[src/rtl/dm_arbiter_pkg.sv]
// dm_arbiter_pkg
//   Shared definitions for the data-memory arbiter:
//   - sequencer state encoding,
//   - access size codes,
//   - the highest legal word address for a given byte-address width.
package dm_arbiter_pkg;

  typedef enum logic [2:0] {
    IDLE   = 3'd0,
    ACCESS = 3'd1,
    RMW_RD = 3'd2,
    RMW_WR = 3'd3,
    DONE   = 3'd4
  } state_t;

  typedef logic [1:0] size_t;

  localparam size_t SZ_BYTE = 2'b00;
  localparam size_t SZ_HALF = 2'b01;
  localparam size_t SZ_WORD = 2'b10;  // 2'b11 is also treated as a word

  // A whole 32-bit word must fit, so the last legal byte address is 2^aw - 4.
  function automatic logic [31:0] addr_max(input int unsigned aw);
    return (32'd1 << aw) - 32'd4;
  endfunction

  // Byte and halfword stores need a read-modify-write sequence.
  function automatic logic is_sub_word(input size_t sz);
    return (sz == SZ_BYTE) || (sz == SZ_HALF);
  endfunction

endpackage

[src/rtl/dm_arbiter_if.sv]
// dm_arbiter_if
//   Bundle of both requester ports plus the data-memory port.
//   Modports:
//     slave  - arbiter side: takes requests and dm_dout, drives acks,
//              errors, read data and the memory controls.
//     master - environment side (requesters and memory): the reverse.
//   Per requester: req, wr, size, addr, wdata in; ack, err, rdata out.
//   Memory: dm_cs, dm_rd, dm_wr, dm_addr, dm_din out; dm_dout in.
interface dm_arbiter_if #(
  parameter int ADDR_W = 12,
  parameter int DATA_W = 32
);

  logic              m0_req,   m1_req;
  logic              m0_wr,    m1_wr;
  logic [1:0]        m0_size,  m1_size;
  logic [ADDR_W-1:0] m0_addr,  m1_addr;
  logic [DATA_W-1:0] m0_wdata, m1_wdata;
  logic              m0_ack,   m1_ack;
  logic              m0_err,   m1_err;
  logic [DATA_W-1:0] m0_rdata, m1_rdata;

  logic              dm_cs;
  logic              dm_rd;
  logic              dm_wr;
  logic [ADDR_W-1:0] dm_addr;
  logic [DATA_W-1:0] dm_din;
  logic [DATA_W-1:0] dm_dout;

  modport slave (
    input  m0_req, m1_req, m0_wr, m1_wr, m0_size, m1_size,
           m0_addr, m1_addr, m0_wdata, m1_wdata, dm_dout,
    output m0_ack, m1_ack, m0_err, m1_err, m0_rdata, m1_rdata,
           dm_cs, dm_rd, dm_wr, dm_addr, dm_din
  );

  modport master (
    output m0_req, m1_req, m0_wr, m1_wr, m0_size, m1_size,
           m0_addr, m1_addr, m0_wdata, m1_wdata, dm_dout,
    input  m0_ack, m1_ack, m0_err, m1_err, m0_rdata, m1_rdata,
           dm_cs, dm_rd, dm_wr, dm_addr, dm_din
  );

endinterface

[src/rtl/dm_store_merge.sv]
// dm_store_merge
//   Combinational insertion of right-justified store data into a word read
//   back from memory. The memory is big-endian, so the addressed byte or
//   halfword occupies the most significant bits of the word.
//   Ports:
//     size   in  access size code
//     wdata  in  store data, right-justified
//     merge  in  word previously read from memory
//     merged out word to write back (wdata itself for word stores)
module dm_store_merge
  import dm_arbiter_pkg::*;
#(
  parameter int DATA_W = 32
) (
  input  size_t             size,
  input  logic [DATA_W-1:0] wdata,
  input  logic [DATA_W-1:0] merge,
  output logic [DATA_W-1:0] merged
);

  always_comb begin
    merged = wdata;
    case (size)
      SZ_BYTE: merged = {wdata[7:0],  merge[DATA_W-9:0]};
      SZ_HALF: merged = {wdata[15:0], merge[DATA_W-17:0]};
      default: merged = wdata;
    endcase
  end

endmodule

[src/rtl/dm_arbiter.sv]
// dm_arbiter
//   Round-robin arbiter and access sequencer for a two-master, word-wide data
//   memory. Port 0 is the pipeline MEM stage, port 1 the I/O/DMA master.
//   Each grant runs a fixed sequence:
//     - word access and sub-word load: ACCESS -> DONE;
//     - sub-word store: RMW_RD -> RMW_WR -> DONE (read-modify-write);
//     - out-of-range address: straight to DONE with err, no memory access.
//   Ports:
//     clk      in  rising-edge clock
//     reset_n  in  asynchronous active-low reset
//     bus      dm_arbiter_if.slave: requester ports and memory port
module dm_arbiter
  import dm_arbiter_pkg::*;
#(
  parameter int ADDR_W = 12,
  parameter int DATA_W = 32
) (
  input logic         clk,
  input logic         reset_n,
  dm_arbiter_if.slave bus
);

  localparam logic [ADDR_W-1:0] ADDR_LIMIT = ADDR_W'(addr_max(ADDR_W));

  state_t            state_q, state_d;
  logic              last_q;      // master granted most recently
  logic              owner_q;     // master owning the current transaction
  logic              wr_q;
  size_t             size_q;
  logic [ADDR_W-1:0] addr_q;
  logic [DATA_W-1:0] wdata_q;
  logic              err_q;
  logic [DATA_W-1:0] merge_q;
  logic [DATA_W-1:0] rdata0_q, rdata1_q;
  logic [DATA_W-1:0] merged;

  logic              grant;
  logic              grant_m1;
  logic              sel_wr;
  size_t             sel_size;
  logic [ADDR_W-1:0] sel_addr;
  logic [DATA_W-1:0] sel_wdata;
  logic              sel_err;

  // m1 wins when it is alone, or on a tie when m0 was served last.
  assign grant_m1  = bus.m1_req && (!bus.m0_req || !last_q);
  assign sel_wr    = grant_m1 ? bus.m1_wr    : bus.m0_wr;
  assign sel_size  = grant_m1 ? bus.m1_size  : bus.m0_size;
  assign sel_addr  = grant_m1 ? bus.m1_addr  : bus.m0_addr;
  assign sel_wdata = grant_m1 ? bus.m1_wdata : bus.m0_wdata;
  assign sel_err   = sel_addr > ADDR_LIMIT;

  always_ff @(posedge clk or negedge reset_n) begin
    if (!reset_n) begin
      state_q <= IDLE;
    end else begin
      state_q <= state_d;
    end
  end

  // Memory controls depend only on the sequencer state (and the latched
  // direction in ACCESS), so an asynchronous reset drops them at once.
  always_comb begin
    state_d    = state_q;
    grant      = 1'b0;
    bus.dm_cs  = 1'b0;
    bus.dm_rd  = 1'b0;
    bus.dm_wr  = 1'b0;
    case (state_q)
      IDLE: begin
        if (bus.m0_req || bus.m1_req) begin
          grant = 1'b1;
          if (sel_err) begin
            state_d = DONE;
          end else if (sel_wr && is_sub_word(sel_size)) begin
            state_d = RMW_RD;
          end else begin
            state_d = ACCESS;
          end
        end
      end
      ACCESS: begin
        bus.dm_cs = 1'b1;
        bus.dm_rd = !wr_q;
        bus.dm_wr = wr_q;
        state_d   = DONE;
      end
      RMW_RD: begin
        bus.dm_cs = 1'b1;
        bus.dm_rd = 1'b1;
        state_d   = RMW_WR;
      end
      RMW_WR: begin
        bus.dm_cs = 1'b1;
        bus.dm_wr = 1'b1;
        state_d   = DONE;
      end
      DONE: begin
        // Requests are ignored here, so a req still high is not re-served.
        state_d = IDLE;
      end
      default: state_d = IDLE;
    endcase
  end

  always_ff @(posedge clk or negedge reset_n) begin
    if (!reset_n) begin
      last_q   <= 1'b1;
      owner_q  <= 1'b0;
      wr_q     <= 1'b0;
      size_q   <= SZ_BYTE;
      addr_q   <= '0;
      wdata_q  <= '0;
      err_q    <= 1'b0;
      merge_q  <= '0;
      rdata0_q <= '0;
      rdata1_q <= '0;
    end else begin
      if (grant) begin
        owner_q <= grant_m1;
        last_q  <= grant_m1;
        wr_q    <= sel_wr;
        size_q  <= sel_size;
        addr_q  <= sel_addr;
        wdata_q <= sel_wdata;
        err_q   <= sel_err;
        // An error transaction returns zero read data.
        if (sel_err) begin
          if (grant_m1) rdata1_q <= '0;
          else          rdata0_q <= '0;
        end
      end
      if (state_q == ACCESS && !wr_q) begin
        if (owner_q) rdata1_q <= bus.dm_dout;
        else         rdata0_q <= bus.dm_dout;
      end
      if (state_q == RMW_RD) begin
        merge_q <= bus.dm_dout;
      end
    end
  end

  dm_store_merge #(
    .DATA_W (DATA_W)
  ) u_merge (
    .size   (size_q),
    .wdata  (wdata_q),
    .merge  (merge_q),
    .merged (merged)
  );

  assign bus.dm_addr  = addr_q;
  assign bus.dm_din   = merged;

  assign bus.m0_ack   = (state_q == DONE) && !owner_q;
  assign bus.m1_ack   = (state_q == DONE) &&  owner_q;
  assign bus.m0_err   = bus.m0_ack && err_q;
  assign bus.m1_err   = bus.m1_ack && err_q;
  assign bus.m0_rdata = rdata0_q;
  assign bus.m1_rdata = rdata1_q;

endmodule

[src/flat_wrapper.sv]
// flat-port wrapper written by rule: the top's interface ports become plain ports
module dm_arbiter_flat import dm_arbiter_pkg::*;
#(
  parameter int ADDR_W = 12,
  parameter int DATA_W = 32
)
  (clk, reset_n, bus_m0_req, bus_m1_req, bus_m0_wr, bus_m1_wr, bus_m0_size, bus_m1_size, bus_m0_addr, bus_m1_addr, bus_m0_wdata, bus_m1_wdata, bus_dm_dout, bus_m0_ack, bus_m1_ack, bus_m0_err, bus_m1_err, bus_m0_rdata, bus_m1_rdata, bus_dm_cs, bus_dm_rd, bus_dm_wr, bus_dm_addr, bus_dm_din);
  dm_arbiter_if #(.ADDR_W(ADDR_W), .DATA_W(DATA_W)) bus_i ();
  input logic clk;
  input logic reset_n;
  input wire logic [$bits(bus_i.m0_req)-1:0] bus_m0_req;
  input wire logic [$bits(bus_i.m1_req)-1:0] bus_m1_req;
  input wire logic [$bits(bus_i.m0_wr)-1:0] bus_m0_wr;
  input wire logic [$bits(bus_i.m1_wr)-1:0] bus_m1_wr;
  input wire logic [$bits(bus_i.m0_size)-1:0] bus_m0_size;
  input wire logic [$bits(bus_i.m1_size)-1:0] bus_m1_size;
  input wire logic [$bits(bus_i.m0_addr)-1:0] bus_m0_addr;
  input wire logic [$bits(bus_i.m1_addr)-1:0] bus_m1_addr;
  input wire logic [$bits(bus_i.m0_wdata)-1:0] bus_m0_wdata;
  input wire logic [$bits(bus_i.m1_wdata)-1:0] bus_m1_wdata;
  input wire logic [$bits(bus_i.dm_dout)-1:0] bus_dm_dout;
  output wire logic [$bits(bus_i.m0_ack)-1:0] bus_m0_ack;
  output wire logic [$bits(bus_i.m1_ack)-1:0] bus_m1_ack;
  output wire logic [$bits(bus_i.m0_err)-1:0] bus_m0_err;
  output wire logic [$bits(bus_i.m1_err)-1:0] bus_m1_err;
  output wire logic [$bits(bus_i.m0_rdata)-1:0] bus_m0_rdata;
  output wire logic [$bits(bus_i.m1_rdata)-1:0] bus_m1_rdata;
  output wire logic [$bits(bus_i.dm_cs)-1:0] bus_dm_cs;
  output wire logic [$bits(bus_i.dm_rd)-1:0] bus_dm_rd;
  output wire logic [$bits(bus_i.dm_wr)-1:0] bus_dm_wr;
  output wire logic [$bits(bus_i.dm_addr)-1:0] bus_dm_addr;
  output wire logic [$bits(bus_i.dm_din)-1:0] bus_dm_din;
  assign bus_i.m0_req = bus_m0_req;
  assign bus_i.m1_req = bus_m1_req;
  assign bus_i.m0_wr = bus_m0_wr;
  assign bus_i.m1_wr = bus_m1_wr;
  assign bus_i.m0_size = bus_m0_size;
  assign bus_i.m1_size = bus_m1_size;
  assign bus_i.m0_addr = bus_m0_addr;
  assign bus_i.m1_addr = bus_m1_addr;
  assign bus_i.m0_wdata = bus_m0_wdata;
  assign bus_i.m1_wdata = bus_m1_wdata;
  assign bus_i.dm_dout = bus_dm_dout;
  assign bus_m0_ack = bus_i.m0_ack;
  assign bus_m1_ack = bus_i.m1_ack;
  assign bus_m0_err = bus_i.m0_err;
  assign bus_m1_err = bus_i.m1_err;
  assign bus_m0_rdata = bus_i.m0_rdata;
  assign bus_m1_rdata = bus_i.m1_rdata;
  assign bus_dm_cs = bus_i.dm_cs;
  assign bus_dm_rd = bus_i.dm_rd;
  assign bus_dm_wr = bus_i.dm_wr;
  assign bus_dm_addr = bus_i.dm_addr;
  assign bus_dm_din = bus_i.dm_din;
  dm_arbiter #(.ADDR_W(ADDR_W), .DATA_W(DATA_W)) u_core (.clk(clk), .reset_n(reset_n), .bus(bus_i));
endmodule
[config.mk]
export PLATFORM = sky130hd
export DESIGN_NAME = dm_arbiter_flat
export DESIGN_NICKNAME = d
export VERILOG_FILES = /design/src/rtl/dm_arbiter_pkg.sv /design/src/rtl/dm_arbiter_if.sv /design/src/rtl/dm_store_merge.sv /design/src/rtl/dm_arbiter.sv /design/src/flat_wrapper.sv
export SDC_FILE = /design/constraint.sdc
export NUM_CORES = 1
export LEC_CHECK = 0
export BUFFER_PORTS_ARGS = -buffer_cell sky130_fd_sc_hd__buf_4
export CAP_MARGIN = 20
export CORE_MARGIN = 10
export CORE_UTILIZATION = 46
export CTS_BUF_LIST = sky130_fd_sc_hd__clkbuf_4
export DETAILED_ROUTE_END_ITERATION = 16
export PLACE_DENSITY_LB_ADDON = 0.2
export SETUP_SLACK_MARGIN = 0.3
export SKIP_CTS_REPAIR_TIMING = 1
export SYNTH_ARGS = -nofsm -noshare
export SYNTH_HDL_FRONTEND = slang
export SYNTH_SLANG_ARGS = --single-unit
[constraint.sdc]
create_clock -name clk -period 1.5 [get_ports clk]
set_input_delay 0.3 -clock clk [delete_from_list [all_inputs] [get_ports clk]]
set_output_delay 0.3 -clock clk [all_outputs]
set_load 0.05 [all_outputs]
# Word level (Yosys, flattened, before mapping)
# Index checks and enable logic that the tools add are counted.
# totals
wordCells	62
in_bits	130
regBits	141
out_inout_bits	115
# op_classes
order_cmp	1
eq_ne	7
reduce_logical	19
mux	24
# op_table
cell	count
two-way mux 32 bit	11
one-hot mux 32 bit (2 select lines)	1
greater-than comparator 12 bit, second input constant	1
two-way mux 12 bit	1
one-hot mux 3 bit (3 select lines)	1
logical AND 1 bit	7
equality test 3 x 2 -> 1 bit, second input constant	2
two-way mux 3 bit	2
equality test 2 x 1 -> 1 bit, second input constant	2
zero test 1 bit	4
zero test 2 bit	2
two-way mux 1 bit	4
two-way mux 2 bit	2
one-hot mux 1 bit (2 select lines)	2
equality test 3 x 1 -> 1 bit, second input constant	1
equality test 3 bit, second input constant	1
zero test 3 bit	1
logical OR 1 bit	3
OR reduction 3 bit	1
inequality test 2 x 1 -> 1 bit, second input constant	1
OR reduction 2 bit	1

# Logic depth before layout (Yosys ltp)
# depth
depth_word	11
depth_mapped	7
mapped_depth_nobuf	4

# Cells and area by module
# Synthesis repeated with hierarchy kept, for this count alone.
# hier_totals
hier_cells	637
area_unflattened_um2	6832.8
# modules_own_cells
module	n_inst	seq_area_each_um2	cells_per_inst	area_per_inst_um2
dm_arbiter	1	3729.8	566	6286.0
dm_store_merge	1	0.0	71	546.8

# Worst setup path before layout
# No wires, ideal clock.
# synth_timing
path_kind	reg2out
start	register u_core.size_q[0]
end	output bus_dm_din[18]
path_buffers	2
t_arrival_ps	2165
stages_incl_launch_ff	5
path_slack_ps	-965
required_time_ps	1200
path_cell_list	dfrtp_1 clkbuf_1 buf_2 mux2i_1 o21ai_0
# synth_between
elab_chain_cells	2
word_cells_on_any_way	3
classes_between	eq/ne (1); mux (1); reduce/logical (1)
# synth_lines
element	line_no	rtl
from (decl)	dm_arbiter.sv:29	size_t size_q;
from (signal assigned)	dm_arbiter.sv:123	size_q <= sel_size;
equality test 2 x 1 -> 1 bit or zero test 2 bit (tied branches)	dm_store_merge.sv:23	case (size)
one-hot mux 32 bit (2 select lines) (*)	dm_store_merge.sv:23	
to (decl)	flat_wrapper.sv:32	output wire logic [$bits(bus_i.dm_din)-1:0] bus_dm_din;
# Mark *: on every way between the ends. The rest lies on a longest branch, timed or not.

# Final worst setup path
# layout_timing
start	register u_core.size_q[0]
end	output bus_dm_din[26]
# The elaborated chain is that of the path after synthesis.

==> flow_summary.ini <==
[timing]
whs_ns = 0.00126
fin_ws_ns = -0.582
tightest_slew_ns = 0.487
slew_viol_final = 0
hold_viol_final = 0
skew_ns = 0.0123
finalSetupViolCount = 175
grt_setup_unrepaired = true
maxSlewHeadroom_pct = 67.4
period_needed_ns = 2.08
clock.fmax_ghz = 0.480
period_share_pct = 139

[outcome]
outcome = complete, but fails checks
violations = setup timing

[setup_path]
critPathRequiredTime_ns = 1.20
critical_path_arrival_ns = 1.78
r2r_cells = 5
endpoint_kind = output port
setup.worst_path.class = register to output port
startpoint_type = register
crit_fanout = 8

[logic_synthesis]
syn_avg_cell_area_um2 = 10.6
synth_cells = 616
yosysUniqueCellTypes = 37
synth-edff-count = 0
yosysWarnings = 0
synth_most_common_cell = dfrtp_1
synth_area_um2 = 6500
synth_seq_cells = 141
async_flop_share_pct = 100
synth_top_area_cell = dfrtp_1
ys_seq_area_share_pct = 54.3
synthTopCellsByArea = dfrtp_1, mux2i_1, nand2_1
ys_top_cells_by_count = dfrtp_1, nand2_1, mux2i_1
synth_fp_nets = 746
synth_top_area_share_pct = 53.9
synth_ff_type = dfrtp_1

[flow_run]
maxCapViolCount = 0

[floorplanning]
io-pin-count = 245
die-area_um2 = 19300
rows = 43
start_util_pct = 46.9
dieHeight_um = 139
design.core.area_um2 = 13900
dieWidth_um = 139

[route]
ant_nets = 0
routed_wl_mm = 26.2
dr.max_layer_used = met4
route.met2.wl_mm = 13.2
routedWlPerCell_um = 22.5
vias_per_cell = 5.42
drc = 0
wirelength_met1_mm = 10.5
first_pass_iters = 6
wl_met3_mm = 1.64
vias = 6332
drt-initial-drc-count = 360

[cells_and_area]
area_delta_synth_final_pct = 75.8
utilization_pct = 82.4
drive_gt1_share_pct = 51.5
fill_cells = 753
nNetsFinal = 1105
multi_input_area_um2 = 3490
seqCellArea_um2 = 3540

[clock_tree]
worstSkewPairLatency_ns = 0.56
path_clk_slew_ns = 0.12
root_buffer = clkbuf_4
numCtsBuffers = 17
cts.sinks = 141
cts_buffer_depth = 2
cts_tree = done
h-tree-depth = 4

[global_route]
grt_max_degree = 49
grt_pass1_vias = 6057
grt.overflow.total = 0
grtUsageTotal_pct = 21.5
grt_pass1_wl_mm = 33.3
antenna_found_initial = 1

[worst_hold_path]
hold_class = input pin to register
hold_path_depth = 3

[power]
p_leak_nw = 5.51
peakVddDrop_uv = 1650
cell_internal_pwr_mw = 16.0
switching_share_pct = 49.4
net-switching-power_mw = 15.6
p_seq_share_pct = 23.3
clock_power_share_pct = 7.7
power_mw = 31.7
p_per_area_nw_per_um2 = 2770
power_frac_comb_pct = 69.0

[place]
port_buffers = 244
hpwl_mm = 16.4
gp_congestion = 0.874
==> worst max-delay path, stage by stage, from the launching register on <==
cell and delay [ns]:
dfrtp_2 0.47, clkbuf_16 0.20, mux2i_4 0.21, o21ai_4 0.17
buf_8 0.16
==> kinds of logic (layout without fill, tap and decap cells) <==
logic type / count (synthesis) / after routing / share of synthesized area, %
AO/OA/AOI/OAI: 110 / 110 / 8.98
buffers and inverters: 44 / 416 / 3.37
flip-flops: 141 / 141 / 54.3
multiplexers: 136 / 136 / 21.7
other: 0 / 1 / 0
AND/OR/NAND/NOR: 185 / 185 / 11.7
==> sequential cells by signal, summed over array words and instances (netlist names) <==
| name | flops |
|---|---|
| u_core.bus.m0_rdata | 32 |
| u_core.bus.m1_rdata | 32 |
| u_core.wdata_q | 32 |
| u_core.merge_q | 24 |
| u_core.bus.dm_addr | 12 |
| u_core.state_q | 3 |
| u_core.size_q | 2 |
| u_core.err_q | 1 |
| u_core.last_q | 1 |
| u_core.owner_q | 1 |
| u_core.wr_q | 1 |
==> cell usage in the layout, fill, tap and decap left out, drive strengths merged, types with 6 or more instances in the layout <==
master,synthesis,final
o21ai,66,66
clkbuf,15,34
mux2i,96,96
mux2,40,40
nand2,129,129
dfrtp,140,140
clkinv,0,6
a21oi,33,33
nor2,42,42
buf,26,331
dlygate4sd3,0,35
==> layer usage <==
layer | track usage [%] | vias to the layer above
met3 | 6.27 | 68
met2 | 37.0 | 279
li1 | - | 2854
met4 | 6.64 | 0
met1 | 25.2 | 3131
met5 | 0 | -
==> metrics by stage <==
step	instances	cell area (um^2)	TNS, ns	setup WS [ns]
5_1_grt	1169	11400	-55.84	-0.670
3_3_place_gp	1040	9300	-7.55	-0.169
4_1_cts	1072	9560	-32.50	-0.691
6_report	1169	11400	-43.86	-0.582
2_1_floorplan	616	7020	-10.07	-0.129
3_5_place_dp	1040	9300	-11.61	-0.215
==> cell type report <==
cell class / instances / area share [%]
multi-input cells: 431 / 30.5
clock inverters: 13 / 1.09
inverters: 3 / 0.0985
repair buffers: 381 / 34.1
clock buffers: 19 / 1.25
flip-flops and latches: 141 / 30.9
well taps: 180 / 1.97
diodes: 1 / 0.0219
==> power by group through the flow <==
stage                     logic [mW]  clock network, mW  registers, mW
after global placement          17.1                  0           7.03
after detailed placement        17.4                  0           7.13
after global routing            22.8               2.64           7.58
after floorplan                 8.66                  0           10.4
final                           21.8               2.42           7.39
after CTS                       17.4               2.43           7.05
==> worst paths after layout <==
kind                                           startpoint                           endpoint  slack, ns
max                          u_core.size_q[0]$_DFFE_PN0P_                     bus_dm_din[26]      -0.58
min                                      bus_m1_wdata[29]     u_core.wdata_q[29]$_DFFE_PN0P_      0.001
max reg2reg                 u_core.state_q[1]$_DFFE_PN0P_  u_core.bus.m1_rdata[31]$_DFF_PN0_      -0.32
min reg2reg                u_core.wdata_q[18]$_DFFE_PN0P_     u_core.wdata_q[18]$_DFFE_PN0P_       0.50
max in group asynchronous                         reset_n   u_core.bus.m0_rdata[7]$_DFF_PN0_       0.69
min in group asynchronous                         reset_n  u_core.bus.m1_rdata[13]$_DFF_PN0_       0.22
No activity file was read; power rests on OpenSTA's default activity.
